[config.mk]
export PLATFORM = sky130hd
export DESIGN_NAME = dram_timed_controller
export DESIGN_NICKNAME = d
export VERILOG_FILES = /design/src/rtl/dram_timed_controller.sv
export SDC_FILE = /design/constraint.sdc
export NUM_CORES = 1
export LEC_CHECK = 0
export ABC_AREA = 1
export CAP_MARGIN = 20
export CORE_AREA = 2 2 109 111
export CTS_BUF_LIST = sky130_fd_sc_hd__clkbuf_16
export CTS_CLUSTER_SIZE = 25
export DETAILED_ROUTE_END_ITERATION = 8
export DIE_AREA = 0 0 111 113
export MAX_ROUTING_LAYER = met4
export PLACE_DENSITY = 0.77
export SLEW_MARGIN = 10
export SYNTH_ARGS = -nofsm -noshare
export SYNTH_HDL_FRONTEND = slang
export SYNTH_SLANG_ARGS = --single-unit
[constraint.sdc]
create_clock -name u_clk -period 7 [get_ports u_clk]
set_clock_uncertainty 0.05 [all_clocks]
set_input_delay 1.4 -clock u_clk [delete_from_list [all_inputs] [get_ports u_clk]]
set_output_delay 1.4 -clock u_clk [all_outputs]
set_load 0.005 [all_outputs]
[src/rtl/dram_timed_controller.sv]
// Single-rank DRAM command controller with programmable timing,
// internal refresh, open/close page policy and CAS-latency read return.
module dram_timed_controller #(
   parameter int NUMBER_OF_COLUMNS = 8,
   parameter int NUMBER_OF_ROWS    = 128,
   parameter int NUMBER_OF_BANKS   = 8,
   parameter int DATA_WIDTH        = 8,
   parameter int T_RCD             = 2,
   parameter int T_RP              = 2,
   parameter int T_RFC             = 4,
   parameter int CAS_LATENCY       = 2,
   parameter int REFRESH_INTERVAL  = 1250,
   parameter bit CLOSE_PAGE        = 1'b0,
   localparam int COLUMN_WIDTH     = $clog2(NUMBER_OF_COLUMNS),
   localparam int ROW_WIDTH        = $clog2(NUMBER_OF_ROWS),
   localparam int BANK_ID_WIDTH    = $clog2(NUMBER_OF_BANKS),
   localparam int U_ADDR_WIDTH     = COLUMN_WIDTH + ROW_WIDTH + BANK_ID_WIDTH,
   localparam int DRAM_ADDR_WIDTH  = (ROW_WIDTH > COLUMN_WIDTH) ?
                                     ROW_WIDTH : COLUMN_WIDTH
) (
   input  logic                       u_clk,
   input  logic                       u_rst,
   input  logic                       u_req_valid,
   output logic                       u_req_ready,
   input  logic                       u_req_we,
   input  logic [U_ADDR_WIDTH-1:0]    u_addr,
   input  logic [DATA_WIDTH-1:0]      u_wdata,
   output logic [DATA_WIDTH-1:0]      u_rdata,
   output logic                       u_rdata_valid,
   output logic                       u_busy,
   input  logic [DATA_WIDTH-1:0]      dram_rd_data,
   output logic [DATA_WIDTH-1:0]      dram_wr_data,
   output logic [DRAM_ADDR_WIDTH-1:0] dram_addr,
   output logic [BANK_ID_WIDTH-1:0]   dram_bank_id,
   output logic                       dram_pre_all,
   output logic                       dram_cs_n,
   output logic                       dram_ras_n,
   output logic                       dram_cas_n,
   output logic                       dram_we_n,
   output logic                       dram_clk_en
);

   localparam int WMAX = (T_RP > T_RCD) ? ((T_RP > T_RFC) ? T_RP : T_RFC)
                                        : ((T_RCD > T_RFC) ? T_RCD : T_RFC);
   localparam int WW    = $clog2(WMAX + 1);
   localparam int RW    = $clog2(REFRESH_INTERVAL + 1);
   localparam int RP_W  = (T_RP  > 1) ? T_RP  - 2 : 0;
   localparam int RCD_W = (T_RCD > 1) ? T_RCD - 2 : 0;
   localparam int RFC_W = (T_RFC > 1) ? T_RFC - 2 : 0;

   typedef enum logic [3:0] {
      S_IDLE, S_PRE, S_PRE_WAIT, S_ACT, S_ACT_WAIT,
      S_RD, S_WR, S_REF, S_REF_WAIT
   } state_e;

   typedef enum logic [1:0] {TGT_IDLE, TGT_ACT, TGT_REF} tgt_e;

   state_e                     state_q, state_d;
   tgt_e                       tgt_q, tgt_d;
   logic [WW-1:0]              wcnt_q, wcnt_d;
   logic [BANK_ID_WIDTH-1:0]   bank_q, bank_d;
   logic [ROW_WIDTH-1:0]       row_q, row_d;
   logic [COLUMN_WIDTH-1:0]    col_q, col_d;
   logic                       we_q, we_d;
   logic [DATA_WIDTH-1:0]      wdata_q, wdata_d;
   logic [NUMBER_OF_BANKS-1:0] open_q, open_d;
   logic [ROW_WIDTH-1:0]       orow_q [NUMBER_OF_BANKS];
   logic [ROW_WIDTH-1:0]       orow_d [NUMBER_OF_BANKS];
   logic [RW-1:0]              rcnt_q, rcnt_d;
   logic                       pend_q, pend_d;
   logic                       en_q;
   logic [CAS_LATENCY-1:0]     pipe_q, pipe_d;
   logic [DATA_WIDTH-1:0]      rdata_q, rdata_d;
   logic                       rvalid_q, rvalid_d;

   logic [BANK_ID_WIDTH-1:0]   in_bank;
   logic [ROW_WIDTH-1:0]       in_row;
   logic [COLUMN_WIDTH-1:0]    in_col;
   logic                       accept;
   logic                       hit;
   logic                       expire;
   state_e                     pre_next;
   state_e                     col_next;
   logic [2:0]                 cmd;

   assign in_col  = u_addr[COLUMN_WIDTH-1:0];
   assign in_row  = u_addr[COLUMN_WIDTH +: ROW_WIDTH];
   assign in_bank = u_addr[COLUMN_WIDTH+ROW_WIDTH +: BANK_ID_WIDTH];

   assign u_req_ready = en_q && !pend_q && (state_q == S_IDLE);
   assign accept      = u_req_valid && u_req_ready;
   assign hit         = open_q[in_bank] && (orow_q[in_bank] == in_row);
   assign expire      = (rcnt_q == '0);

   assign u_busy        = (state_q != S_IDLE);
   assign u_rdata       = rdata_q;
   assign u_rdata_valid = rvalid_q;
   assign dram_clk_en   = en_q;
   assign dram_cs_n     = !en_q;
   assign dram_ras_n    = cmd[2];
   assign dram_cas_n    = cmd[1];
   assign dram_we_n     = cmd[0];

   always_comb begin
      pre_next = S_IDLE;
      unique case (tgt_q)
         TGT_REF: pre_next = S_REF;
         TGT_ACT: pre_next = S_ACT;
         default: pre_next = S_IDLE;
      endcase
      col_next = we_q ? S_WR : S_RD;
   end

   always_comb begin
      state_d = state_q;
      tgt_d   = tgt_q;
      wcnt_d  = wcnt_q;
      bank_d  = bank_q;
      row_d   = row_q;
      col_d   = col_q;
      we_d    = we_q;
      wdata_d = wdata_q;
      open_d  = open_q;
      orow_d  = orow_q;
      unique case (state_q)
         S_IDLE: begin
            if (en_q && pend_q) begin
               if (|open_q) begin
                  state_d = S_PRE;
                  tgt_d   = TGT_REF;
               end else begin
                  state_d = S_REF;
               end
            end else if (accept) begin
               bank_d  = in_bank;
               row_d   = in_row;
               col_d   = in_col;
               we_d    = u_req_we;
               wdata_d = u_wdata;
               if (hit) begin
                  state_d = u_req_we ? S_WR : S_RD;
               end else if (open_q[in_bank]) begin
                  state_d = S_PRE;
                  tgt_d   = TGT_ACT;
               end else begin
                  state_d = S_ACT;
               end
            end
         end
         S_PRE: begin
            if (tgt_q == TGT_REF) open_d = '0;
            else open_d[bank_q] = 1'b0;
            if (T_RP > 1) begin
               state_d = S_PRE_WAIT;
               wcnt_d  = WW'(RP_W);
            end else begin
               state_d = pre_next;
            end
         end
         S_PRE_WAIT: begin
            if (wcnt_q == '0) state_d = pre_next;
            else wcnt_d = wcnt_q - WW'(1);
         end
         S_ACT: begin
            open_d[bank_q] = 1'b1;
            orow_d[bank_q] = row_q;
            if (T_RCD > 1) begin
               state_d = S_ACT_WAIT;
               wcnt_d  = WW'(RCD_W);
            end else begin
               state_d = col_next;
            end
         end
         S_ACT_WAIT: begin
            if (wcnt_q == '0) state_d = col_next;
            else wcnt_d = wcnt_q - WW'(1);
         end
         S_RD, S_WR: begin
            if (CLOSE_PAGE) begin
               state_d = S_PRE;
               tgt_d   = TGT_IDLE;
            end else begin
               state_d = S_IDLE;
            end
         end
         S_REF: begin
            if (T_RFC > 1) begin
               state_d = S_REF_WAIT;
               wcnt_d  = WW'(RFC_W);
            end else begin
               state_d = S_IDLE;
            end
         end
         S_REF_WAIT: begin
            if (wcnt_q == '0) state_d = S_IDLE;
            else wcnt_d = wcnt_q - WW'(1);
         end
         default: state_d = S_IDLE;
      endcase
   end

   // A new expiry in the REF cycle itself re-arms pending.
   always_comb begin
      rcnt_d = expire ? RW'(REFRESH_INTERVAL - 1) : rcnt_q - RW'(1);
      pend_d = (pend_q && (state_q != S_REF)) || expire;
   end

   always_comb begin
      pipe_d    = '0;
      pipe_d[0] = (state_q == S_RD);
      for (int i = 1; i < CAS_LATENCY; i++) pipe_d[i] = pipe_q[i-1];
      rvalid_d = pipe_q[CAS_LATENCY-1];
      rdata_d  = pipe_q[CAS_LATENCY-1] ? dram_rd_data : rdata_q;
   end

   always_comb begin
      cmd          = 3'b111;
      dram_addr    = '0;
      dram_bank_id = '0;
      dram_pre_all = 1'b0;
      dram_wr_data = '0;
      unique case (state_q)
         S_PRE: begin
            cmd          = 3'b010;
            dram_bank_id = bank_q;
            if (tgt_q == TGT_REF) dram_pre_all = 1'b1;
            else dram_addr = DRAM_ADDR_WIDTH'(orow_q[bank_q]);
         end
         S_ACT: begin
            cmd          = 3'b011;
            dram_bank_id = bank_q;
            dram_addr    = DRAM_ADDR_WIDTH'(row_q);
         end
         S_RD: begin
            cmd          = 3'b101;
            dram_bank_id = bank_q;
            dram_addr    = DRAM_ADDR_WIDTH'(col_q);
         end
         S_WR: begin
            cmd          = 3'b100;
            dram_bank_id = bank_q;
            dram_addr    = DRAM_ADDR_WIDTH'(col_q);
            dram_wr_data = wdata_q;
         end
         S_REF:   cmd = 3'b001;
         default: cmd = 3'b111;
      endcase
   end

   always_ff @(posedge u_clk or posedge u_rst) begin
      if (u_rst) begin
         state_q  <= S_IDLE;
         tgt_q    <= TGT_IDLE;
         wcnt_q   <= '0;
         bank_q   <= '0;
         row_q    <= '0;
         col_q    <= '0;
         we_q     <= 1'b0;
         wdata_q  <= '0;
         open_q   <= '0;
         orow_q   <= '{default: '0};
         rcnt_q   <= RW'(REFRESH_INTERVAL - 1);
         pend_q   <= 1'b0;
         en_q     <= 1'b0;
         pipe_q   <= '0;
         rdata_q  <= '0;
         rvalid_q <= 1'b0;
      end else begin
         state_q  <= state_d;
         tgt_q    <= tgt_d;
         wcnt_q   <= wcnt_d;
         bank_q   <= bank_d;
         row_q    <= row_d;
         col_q    <= col_d;
         we_q     <= we_d;
         wdata_q  <= wdata_d;
         open_q   <= open_d;
         orow_q   <= orow_d;
         rcnt_q   <= rcnt_d;
         pend_q   <= pend_d;
         en_q     <= 1'b1;
         pipe_q   <= pipe_d;
         rdata_q  <= rdata_d;
         rvalid_q <= rvalid_d;
      end
   end

endmodule

==> impl_metrics.toml <==
[cts]
h-tree-depth = 4
ctsResizeCount = 0
cts_tree = "yes"
cts-root-buf = "clkbuf_16"
path_clk_slew_ns = 0.05
cts_made_buffers = 17
clock-sinks = 119
clockBufferDepth = 2
clock_latency_ns = 0.42
post_cts_buffers = 0
ctsHoldBuffers = 0

[power_and_ir_drop]
p_sw_frac = 0.363
power_leakage_nw = 3.54
power-per-cell-area_mw_per_mm2 = 401
p_clk_frac = 0.308
power.total_mw = 3.00
p_int_mw = 1.91
seqPwrFrac = 0.358
switchingPower_mw = 1.09
worst_ir_drop_vdd_mv = 0.264
combPwrFrac = 0.334

[timing]
worst_slack_ns = 2.15
rsz0062_at_grt = "false"
worstMarginPinSlew_ns = 0.952
max_freq_mhz = 206
hold_ws_ns = 0.303
fin_crit_ns = 4.85
setup_viol = 0
slew_violations = 0
hold_viol = 0
tns_ns = 0
relSlewSlack = 0.365
finalCritPeriodShare = 0.693

[critical_path]
critical_path_class = "reg -> out"
crit_fanout = 11
r2r-end = "state_q[2]$_DFFE_PP0P_"
reg2reg_slack_ns = 4.45
critPathCaptureType = "output port"
startpoint_type = "flip-flop"
arrival_ns = 3.40
r2r-start = "state_q[1]$_DFFE_PP0P_"
crit_start = "state_q[3]$_DFFE_PP0P_"
reg2reg_depth = 11
critPathRequiredTime_ns = 5.55

[cells_and_area]
syn_to_final_growth_pct = 21.3
seq_area_sq_mm = 0.00298
final_layout_size_suffix_gt1_frac = 0.0748
final_util = 0.664
nNetsFinal = 894
fin_cells = 1012
num_antenna_cells = 0
design_area_sq_mm = 0.00749
multi_input_area_sq_mm = 0.00255
n_fill_cell = 949

[floorplan]
fp.coreArea_sq_mm = 0.0113
die_y_um = 113
chipWidth_um = 111
ios = 68
core.rowCount = 39
start_util = 0.547
dieArea_sq_mm = 0.0125

[detailed_routing]
wl_um = 17700
drt-initial-drc-count = 640
wl_per_cell_um = 17.5
dr.pass1.iters = 9
vias = 5751
drc = 0
drtAntennaViolNets = 0
viasPerCell = 5.68

[min_path]
min_to = "pipe_q[1]$_DFF_PP0_"
min_path_type = "reg -> reg"
min_from = "pipe_q[0]$_DFF_PP0_"
holdPathStages = 0

[place]
placed_cell_area_sq_mm = 0.00687
place_hpwl_um = 12000
placed_cells = 980
place.port_buffers = 67
dp_slack_ns = 2.69
gp_congestion = 0.959

[synthesis]
synth.ff_latch_count = 119
synth_area_leader_cell = "dfrtp_1"
synth-edff-count = 0
ys_seq_area_frac = 0.484
synth-main-ff-cell = "dfrtp_1"
synth_area_leaders = "dfrtp_1 46%, nand2_1 13%, o21ai_0 7.8%"
synth_area_sq_mm = 0.00617
postSynthAreaPerCell_sq_um = 7.78
yosysWarnings = 0
syn-num-nets = 831
syn_inst = 793
yosysTopAreaCellShare = 0.462
synth_cell_types = 44
synthArstFlopShare = 1.00

[global_routing]
first_global_vias = 5751
met1_usage = 0.394
grt_pass1_wl_um = 29200
grt_util_met3 = 0.0809
grt_max_degree = 76
gr-max-usage-layer = "met2"
overflow = 0
grtUsageMet2 = 0.450
gr-usage-all-layers = 0.307
antenna_found_initial = 0

[run]
drv_cap = 0

[status]
status = "complete, no violations"
-- power by group through the flow --
stage / registers (mW) / clock network (mW) / logic (mW)
3_3_place_gp: 1.07 / 0 / 0.955
3_5_place_dp: 1.08 / 0 / 0.980
5_1_grt: 1.10 / 0.959 / 1.12
2_1_floorplan: 1.04 / 0 / 0.643
4_1_cts: 1.07 / 0.925 / 0.990
6_report: 1.08 / 0.925 / 1.00
-- worst max-delay path, stage by stage, from the launching register on --
cell	delay (ns)
dfrtp_1	0.40
nor2_1	0.15
inv_2	0.08
nor2_2	0.32
inv_1	0.10
nor2_1	0.56
inv_1	0.16
nor2_2	0.38
o41ai_1	0.17
o221ai_1	0.12
clkdlybuf4s50_1	0.54
-- routing by layer --
layer	wire (um)	part of all wire
met2	7810	0.44
met3	1860	0.11
met4	599	0.034
met1	7410	0.42
met5	0	0
-- layout make-up --
class,count,share of cell area
repair buffers,69,0.0916
multi-input cells,527,0.341
clock inverters,15,0.0256
clock buffers,17,0.0568
inverters,122,0.0622
well taps,143,0.0239
flip-flops and latches,119,0.399
-- worst max path at each step --
stage          depth (start not counted)                    end  slack (ns)
2_1_floorplan                          1  bank_q[0]$_DFFE_PP0P_        2.40
3_3_place_gp                          10           dram_addr[0]        2.82
3_5_place_dp                          10           dram_addr[1]        2.69
4_1_cts                               10           dram_addr[1]        2.24
5_1_grt                               10           dram_addr[1]        1.86
6_report                              10           dram_addr[0]        2.15
-- logic make-up (layout without fill, tap and decap cells) --
logic type               count (synthesis)  after routing  synth area share
multiplexers                             8              8            0.0146
XOR/XNOR                                 2              2           0.00284
other                                    1              1          0.000608
AO/OA/AOI/OAI                          170            170             0.157
adder cells (fa/ha/maj)                  5              5            0.0101
AND/OR/NAND/NOR                        341            341             0.229
buffers and inverters                  147            223             0.102
flip-flops                             119            119             0.484
-- cells in the mapped netlist (3+ instances only) --
master,instances
ha_1,5
buf_6,8
nand4_1,5
o22ai_1,13
dfrtp_1,114
o221ai_1,3
o21ai_1,12
a21oi_1,25
nor2_1,42
mux2_2,8
a221oi_1,4
nor3_1,6
buf_4,3
nand3_1,52
inv_1,115
clkbuf_1,12
nand2_1,221
o21ai_0,96
inv_2,4
nor2_2,6
dfstp_2,5
o41ai_1,4
-- state kept, by name, summed over array words and instances, names as in the netlist, 2 cells and up --
register  flops
bank_q        3
col_q         3
open_q        8
orow_q       56
pipe_q        2
rcnt_q       11
row_q         7
state_q       4
tgt_q         2
u_rdata       8
wcnt_q        3
wdata_q       8
-- layout by cell type (no fill, tap or decap), drive strengths merged --
master / count
nand3: 52
a22oi: 2
a21oi: 28
inv: 123
nor2: 49
buf: 2
clkdlybuf4s50: 67
a221oi: 4
bufinv: 5
dfstp: 5
or2: 2
o31ai: 1
xor2: 1
conb: 1
clkbuf: 17
nand4: 5
o2bb2ai: 1
o22ai: 13
nor3: 7
xnor2: 1
clkinv: 9
o221ai: 3
ha: 5
mux2: 8
o41ai: 4
o21ai: 108
a31oi: 2
dfrtp: 114
nand2: 223
a211oi: 1
or4: 2
nor4: 1
o211ai: 3
Power figures use the tool's default switching activity.
